$ cat config.mk
export PLATFORM = sky130hd
export DESIGN_NAME = ifu_line_fill
export DESIGN_NICKNAME = d
export VERILOG_FILES = /design/src/rtl/ifu_line_fill.sv
export SDC_FILE = /design/constraint.sdc
export NUM_CORES = 1
export LEC_CHECK = 0
export BUFFER_PORTS_ARGS = -buffer_cell sky130_fd_sc_hd__buf_2
export CAP_MARGIN = 10
export CORE_MARGIN = 3
export CORE_UTILIZATION = 55
export DETAILED_ROUTE_END_ITERATION = 10
export GPL_TIMING_DRIVEN = 0
export PLACE_DENSITY = 0.8
export REMOVE_ABC_BUFFERS = 1
export SLEW_MARGIN = 15
export SYNTH_ARGS = -nofsm -noshare
export SYNTH_HDL_FRONTEND = slang
export SYNTH_SLANG_ARGS = --single-unit
$ cat constraint.sdc
create_clock -name Clock -period 4.16 [get_ports Clock]
set_input_delay 0.416 -clock Clock [delete_from_list [all_inputs] [get_ports Clock]]
set_output_delay 0.416 -clock Clock [all_outputs]
set_load 0.02 [all_outputs]
$ cat src/rtl/ifu_line_fill.sv
// ---------------------------------------------------------------------------
// ifu_line_fill
//   Miss-fill engine between the instruction cache miss port and a word-wide
//   instruction memory. A line tag is captured from the cache, one word read is
//   issued per word of the line (in ascending order), the returned words are
//   assembled into a line, and tag + line are handed back as a one-cycle pulse.
//
// Ports
//   Clock              in   clock, rising edge
//   Rst                in   asynchronous reset, active-low
//   fill_reqTagIn      in   tag of the missing line
//   fill_reqValidIn    in   miss request (level)
//   fill_rspTagOut     out  tag of the returned line
//   fill_rspLineOut    out  assembled line, word i at [i*WORD_WIDTH +: WORD_WIDTH]
//   fill_rspValidOut   out  one-cycle response pulse
//   fill_busyOut       out  engine not idle
//   mem_rdReqOut       out  word read request
//   mem_rdAddrOut      out  word-aligned byte address of the read
//   mem_rdReadyIn      in   memory accepts the request when req & ready
//   mem_rdDataIn       in   read data, returned in request order
//   mem_rdDataValidIn  in   read data valid
// ---------------------------------------------------------------------------
module ifu_line_fill #(
    parameter int ADDR_WIDTH     = 32,
    parameter int OFFSET_WIDTH   = 4,
    parameter int LINE_WIDTH     = 128,
    parameter int WORD_WIDTH     = 32,
    parameter int TAG_WIDTH      = ADDR_WIDTH - OFFSET_WIDTH,
    parameter int WORDS_PER_LINE = LINE_WIDTH / WORD_WIDTH
) (
    input  logic                  Clock,
    input  logic                  Rst,
    input  logic [TAG_WIDTH-1:0]  fill_reqTagIn,
    input  logic                  fill_reqValidIn,
    output logic [TAG_WIDTH-1:0]  fill_rspTagOut,
    output logic [LINE_WIDTH-1:0] fill_rspLineOut,
    output logic                  fill_rspValidOut,
    output logic                  fill_busyOut,
    output logic                  mem_rdReqOut,
    output logic [ADDR_WIDTH-1:0] mem_rdAddrOut,
    input  logic                  mem_rdReadyIn,
    input  logic [WORD_WIDTH-1:0] mem_rdDataIn,
    input  logic                  mem_rdDataValidIn
);

    localparam int IDX_W  = $clog2(WORDS_PER_LINE);
    localparam int CNT_W  = IDX_W + 1;
    localparam int BYTE_W = $clog2(WORD_WIDTH / 8);

    localparam logic [CNT_W-1:0] WPL_CNT  = CNT_W'(WORDS_PER_LINE);
    localparam logic [CNT_W-1:0] LAST_IDX = CNT_W'(WORDS_PER_LINE - 1);

    typedef enum logic [1:0] {
        ST_IDLE = 2'd0,
        ST_FILL = 2'd1,
        ST_DONE = 2'd2
    } state_t;

    // Core state
    state_t                r_state;
    logic [TAG_WIDTH-1:0]  r_tag;
    logic [CNT_W-1:0]      r_issue_cnt;
    logic [CNT_W-1:0]      r_rcv_cnt;
    logic [LINE_WIDTH-1:0] r_line;

    // Registered outputs
    logic                  r_rsp_valid;
    logic [TAG_WIDTH-1:0]  r_rsp_tag;
    logic [LINE_WIDTH-1:0] r_rsp_line;
    logic                  r_busy;
    logic                  r_rd_req;
    logic [ADDR_WIDTH-1:0] r_rd_addr;

    // Next-state values
    state_t                w_state_nxt;
    logic [TAG_WIDTH-1:0]  w_tag_nxt;
    logic [CNT_W-1:0]      w_issue_nxt;
    logic [CNT_W-1:0]      w_rcv_nxt;
    logic [LINE_WIDTH-1:0] w_line_nxt;
    logic [IDX_W-1:0]      w_rcv_idx;
    logic                  w_rd_req_nxt;
    logic [ADDR_WIDTH-1:0] w_rd_addr_nxt;

    assign w_rcv_idx = r_rcv_cnt[IDX_W-1:0];

    // Outputs are computed from next-state values and registered, so they line
    // up with the state they describe (e.g. first read request in the cycle
    // right after capture, response pulse during the DONE cycle).
    assign w_rd_req_nxt  = (w_state_nxt == ST_FILL) && (w_issue_nxt < WPL_CNT);
    assign w_rd_addr_nxt = {w_tag_nxt, w_issue_nxt[IDX_W-1:0], {BYTE_W{1'b0}}};

    assign fill_rspTagOut   = r_rsp_tag;
    assign fill_rspLineOut  = r_rsp_line;
    assign fill_rspValidOut = r_rsp_valid;
    assign fill_busyOut     = r_busy;
    assign mem_rdReqOut     = r_rd_req;
    assign mem_rdAddrOut    = r_rd_addr;

    // Next-state logic: capture, issue/receive counting and line assembly
    always_comb begin
        w_state_nxt = r_state;
        w_tag_nxt   = r_tag;
        w_issue_nxt = r_issue_cnt;
        w_rcv_nxt   = r_rcv_cnt;
        w_line_nxt  = r_line;
        case (r_state)
            ST_IDLE: begin
                // Returning data is not expected here and is ignored.
                if (fill_reqValidIn) begin
                    w_tag_nxt   = fill_reqTagIn;
                    w_issue_nxt = {CNT_W{1'b0}};
                    w_rcv_nxt   = {CNT_W{1'b0}};
                    w_state_nxt = ST_FILL;
                end else begin
                    w_state_nxt = ST_IDLE;
                end
            end
            ST_FILL: begin
                // Issue and receive proceed independently in the same cycle.
                if (r_rd_req && mem_rdReadyIn) begin
                    w_issue_nxt = r_issue_cnt + CNT_W'(1);
                end else begin
                    w_issue_nxt = r_issue_cnt;
                end
                if (mem_rdDataValidIn) begin
                    w_line_nxt[w_rcv_idx*WORD_WIDTH +: WORD_WIDTH] = mem_rdDataIn;
                    w_rcv_nxt = r_rcv_cnt + CNT_W'(1);
                    if (r_rcv_cnt == LAST_IDX) begin
                        w_state_nxt = ST_DONE;
                    end else begin
                        w_state_nxt = ST_FILL;
                    end
                end else begin
                    w_rcv_nxt = r_rcv_cnt;
                end
            end
            ST_DONE: begin
                w_state_nxt = ST_IDLE;
            end
            default: begin
                w_state_nxt = ST_IDLE;
            end
        endcase
    end

    // State and datapath registers
    always_ff @(posedge Clock or negedge Rst) begin
        if (!Rst) begin
            r_state     <= ST_IDLE;
            r_tag       <= {TAG_WIDTH{1'b0}};
            r_issue_cnt <= {CNT_W{1'b0}};
            r_rcv_cnt   <= {CNT_W{1'b0}};
            r_line      <= {LINE_WIDTH{1'b0}};
        end else begin
            r_state     <= w_state_nxt;
            r_tag       <= w_tag_nxt;
            r_issue_cnt <= w_issue_nxt;
            r_rcv_cnt   <= w_rcv_nxt;
            r_line      <= w_line_nxt;
        end
    end

    // Output registers; response tag/line hold their last value between pulses
    always_ff @(posedge Clock or negedge Rst) begin
        if (!Rst) begin
            r_rsp_valid <= 1'b0;
            r_rsp_tag   <= {TAG_WIDTH{1'b0}};
            r_rsp_line  <= {LINE_WIDTH{1'b0}};
            r_busy      <= 1'b0;
            r_rd_req    <= 1'b0;
            r_rd_addr   <= {ADDR_WIDTH{1'b0}};
        end else begin
            r_rsp_valid <= (w_state_nxt == ST_DONE);
            r_busy      <= (w_state_nxt != ST_IDLE);
            r_rd_req    <= w_rd_req_nxt;
            if (w_state_nxt == ST_FILL) begin
                r_rd_addr <= w_rd_addr_nxt;
            end
            if (w_state_nxt == ST_DONE) begin
                r_rsp_tag  <= w_tag_nxt;
                r_rsp_line <= w_line_nxt;
            end
        end
    end

endmodule
# Word-level counts from Yosys, hierarchy flattened
# Cells that the tools add are included.
[totals] regBits=353 out_inout_bits=191 wordCells=44
[classes] addsub=3 n_lt_le_gt_ge=1 n_eq_ne=6 shifts=2 muxes=15 reduce_logical=6
[op_table] operator="128-bit 2-to-1 mux" n=2
[op_table] operator="128-bit bitwise mux" n=1
[op_table] operator="32-bit by 34-bit variable shift with 128-bit output, first input constant" n=1
[op_table] operator="32-bit by 34-bit indexed part select with 128-bit output" n=1
[op_table] operator="28-bit 2-to-1 mux" n=2
[op_table] operator="7-bit negation with 34-bit output" n=1
[op_table] operator="3-bit 2-to-1 mux" n=4
[op_table] operator="3-bit case mux with 2 select lines" n=2
[op_table] operator="3-bit by 1-bit adder with 3-bit output, second input constant" n=2
[op_table] operator="2-bit by 1-bit == test with 1-bit output, second input constant" n=2
[op_table] operator="2-bit 2-to-1 mux" n=2
[op_table] operator="2-bit != test, second input constant" n=2
[op_table] operator="2-bit case mux with 2 select lines" n=1
[op_table] operator="2-bit nonzero test" n=2
[op_table] operator="3-bit by 2-bit == test with 1-bit output, second input constant" n=1
[op_table] operator="3-bit less-than comparator, second input constant" n=1
[op_table] operator="3-bit AND reduction" n=1
[op_table] operator="2-bit == test, second input constant" n=1
[op_table] operator="1-bit logical AND" n=2
[op_table] operator="2-bit zero test" n=1
[op_table] operator="1-bit 2-to-1 mux" n=1

# Logic depth before layout (Yosys ltp)
# Gate-level depths: netlist of the first run.
[depth] ltp_word=6 mapped_depth=9 depth_no_buf=6

# Worst setup path after synthesis of the first run
# OpenSTA, ideal clock, no wires.
[synth_path] path_type="reg-to-reg" from="reg r_rcv_cnt[0]" to="reg r_rd_addr[11] (netlist: mem_rdAddrOut[11])" setup_time_ns=0.125 arrival_time_ns=1.864 required_time_ns=4.035 setup_slack_ns=2.171 stages_incl_launch_ff=8 synth_period_minus_slack_ns=1.989 cell_sequence="dfrtp_1 -> ha_1 -> ha_1 -> and3_1 -> or2_1 -> inv_2 -> buf_6 -> mux2_2"
[synth_between] elab_chain_cells=5
[synth_rtl] element="from (decl)" line_no="63" text="logic [CNT_W-1:0] r_rcv_cnt;"
[synth_rtl] element="from (signal assigned)" line_no="152" text="r_rcv_cnt <= {CNT_W{1'b0}};"
[synth_rtl] element="from (signal assigned)" line_no="158" text="r_rcv_cnt <= w_rcv_nxt;"
[synth_rtl] element="3-bit by 2-bit == test with 1-bit output" line_no="128" text="if (r_rcv_cnt == LAST_IDX) begin"
[synth_rtl] element="2-bit 2-to-1 mux" line_no="128"
[synth_rtl] element="2-bit 2-to-1 mux" line_no="125" text="if (mem_rdDataValidIn) begin"
[synth_rtl] element="2-bit case mux with 2 select lines" line_no="106" text="case (r_state)"
[synth_rtl] element="2-bit by 1-bit == test with 1-bit output" line_no="176" text="if (w_state_nxt == ST_FILL) begin"
[synth_rtl] element="to (signal assigned)" line_no="171" text="r_rd_addr <= {ADDR_WIDTH{1'b0}};"
[synth_rtl] element="to (signal assigned)" line_no="177" text="r_rd_addr <= w_rd_addr_nxt;"
[synth_rtl] element="to (decl)" line_no="72" text="logic [ADDR_WIDTH-1:0] r_rd_addr;"
# Every way passes these cells.
# A chain may end at the register's enable or synchronous reset.

# Worst setup path after layout of the first run
[layout_path] from="reg r_rcv_cnt[0]" to="reg r_line[11]"
[layout_between] elab_chain_cells=5 elab_cells_between_ends=6 classes_between="add/sub: 1; shift: 2; mux: 3"
[layout_rtl] element="7-bit negation with 34-bit output *" line_no="126" text="w_line_nxt[w_rcv_idx*WORD_WIDTH +: WORD_WIDTH] = mem_rdDataIn;"
[layout_rtl] element="32-bit by 34-bit indexed part select with 128-bit output or 32-bit by 34-bit variable shift with 128-bit output (tied branches)" line_no="126"
[layout_rtl] element="128-bit bitwise mux *" line_no="126"
[layout_rtl] element="128-bit 2-to-1 mux *" line_no="125"
[layout_rtl] element="128-bit 2-to-1 mux *" line_no="106"
[layout_rtl] element="net w_line_nxt[11]" line_no="79" text="logic [LINE_WIDTH-1:0] w_line_nxt;"
[layout_rtl] element="to (signal assigned)" line_no="153" text="r_line <= {LINE_WIDTH{1'b0}};"
[layout_rtl] element="to (signal assigned)" line_no="159" text="r_line <= w_line_nxt;"
[layout_rtl] element="to (decl)" line_no="64" text="logic [LINE_WIDTH-1:0] r_line;"
# Mark *: on every way through the listed nets, which the timed path passes. The rest lies on a longest branch.

==> results of run 1 <==
-- power groups by stage --
stage               combinational, mW  sequential [mW]  clock [mW]
finish                           5.72             5.79        3.22
global route                     6.23             5.94        3.42
CTS                              5.74             5.78        3.28
detailed placement               5.71             5.82           0
global placement                 5.42             5.75           0
floorplan                        2.44             6.83           0
-- cell usage in the layout (no fill, tap or decap), types with 7 or more instances in the layout --
cell type and instances:
dfrtp_1 353, o21ai_0 8, a31oi_1 96, nand2_1 195, a22o_1 33, a21oi_1 36, a32oi_1 32, buf_6 7
mux2_1 8, buf_16 8, buf_2 252, nand3_1 97, clkbuf_16 37, mux2_2 56, clkbuf_1 10, ha_1 7
mux2_4 20, buf_8 8, nor2_1 129
-- sequential cells by signal, summed over array words and instances (netlist names), 2 cells and up --
signal	flops
fill_rspLineOut	128
fill_rspTagOut	28
mem_rdAddrOut	30
r_issue_cnt	3
r_line	128
r_rcv_cnt	3
r_state	2
r_tag	28
-- final timing paths --
check,start,endpoint,slack [ns],depth (start not counted)
worst max register to register,r_rcv_cnt[0]$_DFFE_PN0P_,r_line[11]$_DFF_PN0_,0.79,6
min in group asynchronous,Rst,r_line[42]$_DFF_PN0_,0.50,2
max in group asynchronous,Rst,r_tag[10]$_DFF_PN0_,2.30,4
worst min-delay path,fill_reqTagIn[10],r_tag[10]$_DFF_PN0_,0.17,2
worst min register to register,r_line[45]$_DFF_PN0_,r_line[45]$_DFF_PN0_,0.46,2
worst max-delay path,r_rcv_cnt[0]$_DFFE_PN0P_,r_line[11]$_DFF_PN0_,0.79,6
-- timing repair --
action	in CTS	in global routing
gates resized for setup	0	0
hold endpoints to repair	83	0
hold buffers	1	0
-- metal layers --
layer | vias to the layer above | part of all wire | GRT usage | routed length [um]
met5 | - | 0.00075 | 0 | 27
met4 | 4 | 0.030 | 0.0858 | 1080
met3 | 86 | 0.099 | 0.0811 | 3550
met2 | 463 | 0.47 | 0.422 | 17000
met1 | 5251 | 0.40 | 0.333 | 14200
li1 | 4711 | - | - | -
-- layout make-up --
class                           instances  area (um2)
Timing Repair Buffer                  279        1740
Clock buffer                           52        1030
Sequential cell                       353        8830
Tap cell                              324         405
Inverter                                8        30.0
Antenna cell                            2        5.00
Multi-Input combinational cell        752        4560
Clock inverter                         12         148
Fill cell                            1791        7850
-- per-stage QoR --
stage / setup WS, ns / hold WS (ns) / setup TNS [ns]
3_5_place_dp: 0.858 / 0.448 / 0
4_1_cts: 0.840 / 0.149 / 0
2_1_floorplan: -2.57 / 0.120 / -382.54
5_1_grt: 0.653 / 0.156 / 0
3_3_place_gp: -5.30 / 0.442 / -2266.88
6_report: 0.786 / 0.168 / 0
-- critical path, stage by stage, from the launching register on --
cell	delay, ns
dfrtp_1	0.61
inv_1	0.18
ha_1	0.47
nor4bb_4	0.80
buf_6	0.25
and2_2	0.72
a22o_1	0.26
-- cells by family after synthesis --
family / share of synthesized area
AND/OR/NAND/NOR: 0.140
flip-flops: 0.634
AO/OA/AOI/OAI: 0.104
buffers and inverters: 0.0419
multiplexers: 0.0733
adder cells (fa/ha/maj): 0.00629
other: 0.000269
==> flow_summary.yaml, run 1 <==
run:
  drv_cap: 0
synthesis:
  syn_avg_cell_area_um2: 11.6
  ys_seq_area_frac: 0.634
  yosys.area.top_type: "dfrtp_1"
  synth_common_cells: "dfrtp_1, nand2_1, nor2_1"
  ys_warn_count: 0
  synth_ff_type: "dfrtp_1"
  synth_top_area_frac: 0.634
  synth_cells: 1205
  synth_most_common_cell: "dfrtp_1"
  async_flop_share: 1.00
  synth_edf_count: 0
  synth_seq_cells: 353
  synth_cell_type_count: 40
  ys_top_cells_by_area: "dfrtp_1, nand2_1, mux2_2"
  syn-cell-area_um2: 13900
clock_network:
  post-cts-setup-buffer-count: 0
  clockBufferDepth: 3
  clkTransAtPathRegs_ns: 0.06
  clock_sinks: 353
  htree_levels: 2
  cts_tree: "built"
  cts_buffers: 37
  insertion_delay_ns: 0.50
  ctsRootBufferMaster: "clkbuf_16"
pwr:
  power.total_mw: 14.7
  power.density_nw_per_um2: 880
  p_leak_nw: 8.28
  intPower_mw: 9.01
  p_sw_frac: 0.389
  combPwrFrac: 0.388
  p_sw_mw: 5.73
  clockPowerShare: 0.219
  seqPwrFrac: 0.393
  max-vdd-ir-drop_uv: 557
route:
  first_pass_iters: 7
  drtAntennaViolNets: 0
  route.detailed.wl_per_inst_um: 20.1
  viasPerCell: 5.90
  wl_um: 35800
  drc: 0
  vias: 10500
  first_iter_violations: 1021
critical_path:
  crit_type: "register to register"
  critPathRequiredTime_ns: 4.59
  end_kind: "register"
  path_max_fanout: 32
  startpoint_type: "register"
  arrival_ns: 3.80
placed_design:
  dpl.hpwl_um: 23700
  port_buffers: 253
  place.gp.congestion: 0.755
  place_area_um2: 15500
  dp_cells: 1715
timing:
  hold_violations: 0
  rsz0062_at_grt: "false"
  slew_headroom: 0.211
  worstMarginPinSlew_ns: 1.18
  setup_violations: 0
  finalMaxSlewViolations: 0
  timing.final.crit_period_ns: 3.37
  timing.fmax_mhz: 296
  finClkSkew_ns: 0.0120
  fin_crit_sh: 0.811
global_route:
  antenna_found_initial: 3
  grt_pass1_wl_um: 56200
  grt_use_total: 0.259
  first_global_vias: 10700
  grt_max_degree: 109
  overflow: 0
layout:
  fin_cells: 1782
  drive_gt1_frac: 0.291
  syn_to_final_growth_pct: 20.3
  final_util: 0.681
  fin_nets: 1503
  stdcell_area_um2: 16800
die:
  die-area_um2: 27300
  fp.coreArea_um2: 24600
  pin_count: 256
  rows: 57
  die_w_um: 165
  fp.dieH_um: 165
  start_util: 0.566
worst_hold_path:
  hold_path_class: "input pin to register"
outcome:
  status: "complete, no violations"
Note: power is estimated with default switching activity, not from simulation.
==> run 2, diff against run 1 <==
- clock period: 4.16 -> 3.27 ns (I/O delays scaled with it)
==> run 2 against run 1 <==
  * Critical path depth is the same
  * Die area unchanged
  * Clock-buffer cell count unchanged
  * Critical path type unchanged
  * Critical endpoint unchanged
  * Largest cell class unchanged
  * Highest routed layer unchanged
==> flow_summary.yaml, run 2 (synthesis gave the netlist of run 1 again) <==
clock_network:
  clkTransAtPathRegs_ns: 0.06
  cts_buffers: 37
  htree_levels: 2
  ctsRootBufferMaster: "clkbuf_16"
  post-cts-setup-buffer-count: 0
  clock_sinks: 353
  insertion_delay_ns: 0.50
  cts_tree: "built"
  clockBufferDepth: 3
global_route:
  grt_use_total: 0.259
  grt_max_degree: 109
  antenna_found_initial: 3
  first_global_vias: 10700
  overflow: 0
  grt_pass1_wl_um: 56200
critical_path:
  crit_end: "r_line[11]$_DFF_PN0_"
  r2r_start: "r_rcv_cnt[0]$_DFFE_PN0P_"
  critPathRequiredTime_ns: 3.70
  end_kind: "register"
  rr_worst_depth: 6
  max_stage_delay_ns: 0.80
  crit_chain: "inv_1 > ha_1 > nor4bb_4 > buf_6 > and2_4 > a22o_1"
  startpoint: "r_rcv_cnt[0]$_DFFE_PN0P_"
  slowest_stage: "nor4bb_4"
  arrival_ns: 3.52
  r2r_end: "r_line[11]$_DFF_PN0_"
  rrSetupSlack_ns: 0.18
  startpoint_type: "register"
  path_max_fanout: 32
  crit_type: "register to register"
route:
  vias: 10400
  drc: 0
  wl_um: 36100
  first_pass_iters: 5
  first_iter_violations: 1123
  viasPerCell: 5.85
  route.detailed.wl_per_inst_um: 20.3
  drtAntennaViolNets: 0
outcome:
  status: "complete, no violations"
layout:
  fin_cells: 1783
  fin_nets: 1504
  final_cell_mix: "dfrtp_1, buf_2, nand2_1, nor2_1, nand3_1"
  stdcell_area_um2: 16800
  layout_commonest_cell: "dfrtp_1"
  drive_gt1_frac: 0.291
  final_util: 0.681
  syn_to_final_growth_pct: 20.4
pwr:
  power.density_nw_per_um2: 1120
  p_leak_nw: 8.28
  combPwrFrac: 0.389
  max-vdd-ir-drop_uv: 707
  intPower_mw: 11.5
  p_sw_frac: 0.389
  seqPwrFrac: 0.393
  p_sw_mw: 7.30
  clockPowerShare: 0.219
timing:
  timing.final.crit_period_ns: 3.09
  finalMaxSlewViolations: 0
  timing.fmax_mhz: 323
  rsz0062_at_grt: "false"
  hold_violations: 0
  slew_headroom: 0.215
  worstMarginPinSlew_ns: 1.18
  finClkSkew_ns: 0.0106
  timing.hold.ws_ns: 0.0787
  fin_crit_sh: 0.945
  setup_violations: 0
die:
  fp.coreArea_um2: 24600
  die-area_um2: 27300
  start_util: 0.566
  fp.dieH_um: 165
  rows: 57
  die_w_um: 165
  pin_count: 256
placed_design:
  port_buffers: 253
  dp_cells: 1715
  dpl.hpwl_um: 23700
  place.gp.congestion: 0.755
  place_area_um2: 15500
worst_hold_path:
  hold_path_class: "input pin to register"
  hold_depth: 2
run:
  drv_cap: 0
==> run 2: cell type report <==
class	count	area (um2)
fillers	1789	7840
clock inverters	12	148
multi-input cells	753	4570
repair buffers	279	1740
flip-flops and latches	353	8830
diodes	2	5.00
inverters	8	30.0
well taps	324	405
clock buffers	52	1030
==> run 2: worst max-delay path, delay by kind of cell, from the launching register on <==
kind	cells	cell delay, ns
AO/OA/AOI/OAI	1	0.23
flip-flops	1	0.61
AND/OR/NAND/NOR	2	1.27
adder cells (fa/ha/maj)	1	0.47
buffers and inverters	2	0.43
==> run 2: metal layers <==
metal / vias up / track usage / wire (um)
met1: 5198 / 0.333 / 14300
li1: 4715 / - / -
met3: 88 / 0.0811 / 3390
met5: - / 0 / 27
met2: 418 / 0.422 / 17300
met4: 4 / 0.0858 / 1070
==> run 2: worst min-delay path by stage <==
stage / start / end / slack [ns]
2_1_floorplan: Rst / fill_busyOut$_DFF_PN0_ / 0.03
3_3_place_gp: r_line[113]$_DFF_PN0_ / r_line[113]$_DFF_PN0_ / 0.44
3_5_place_dp: Rst / fill_rspLineOut[52]$_DFFE_PN0N_ / 0.36
4_1_cts: fill_reqTagIn[8] / r_tag[8]$_DFF_PN0_ / 0.06
5_1_grt: fill_reqTagIn[10] / r_tag[10]$_DFF_PN0_ / 0.07
6_report: fill_reqTagIn[10] / r_tag[10]$_DFF_PN0_ / 0.08
==> run 2: power by group through the flow <==
stage	Clock [mW]	Sequential (mW)	Combinational (mW)
3_5_place_dp	0	7.40	7.26
5_1_grt	4.36	7.56	7.94
2_1_floorplan	0	8.69	3.11
4_1_cts	4.17	7.36	7.31
3_3_place_gp	0	7.32	6.90
6_report	4.10	7.37	7.30
==> run 2: per-stage QoR <==
step | total power [mW] | setup TNS [ns] | setup slack (ns)
2_1_floorplan | 11.8 | -550.75 | -3.46
3_3_place_gp | 14.2 | -2755.06 | -6.19
3_5_place_dp | 14.7 | -0.337 | -0.0316
4_1_cts | 18.8 | 0 | 0.213
5_1_grt | 19.9 | 0 | 0.0492
6_report | 18.8 | 0 | 0.179
==> run 2: repair_timing <==
| item | 4_1_cts | 5_1_grt |
|---|---|---|
| setup endpoints to repair | 32 | 3 |
| gates cloned | 0 | 1 |
| pin swaps | 0 | 0 |
| hold buffers | 1 | 0 |
| resized for setup | 1 | 0 |
| endpoints found under the hold margin | 83 | 0 |
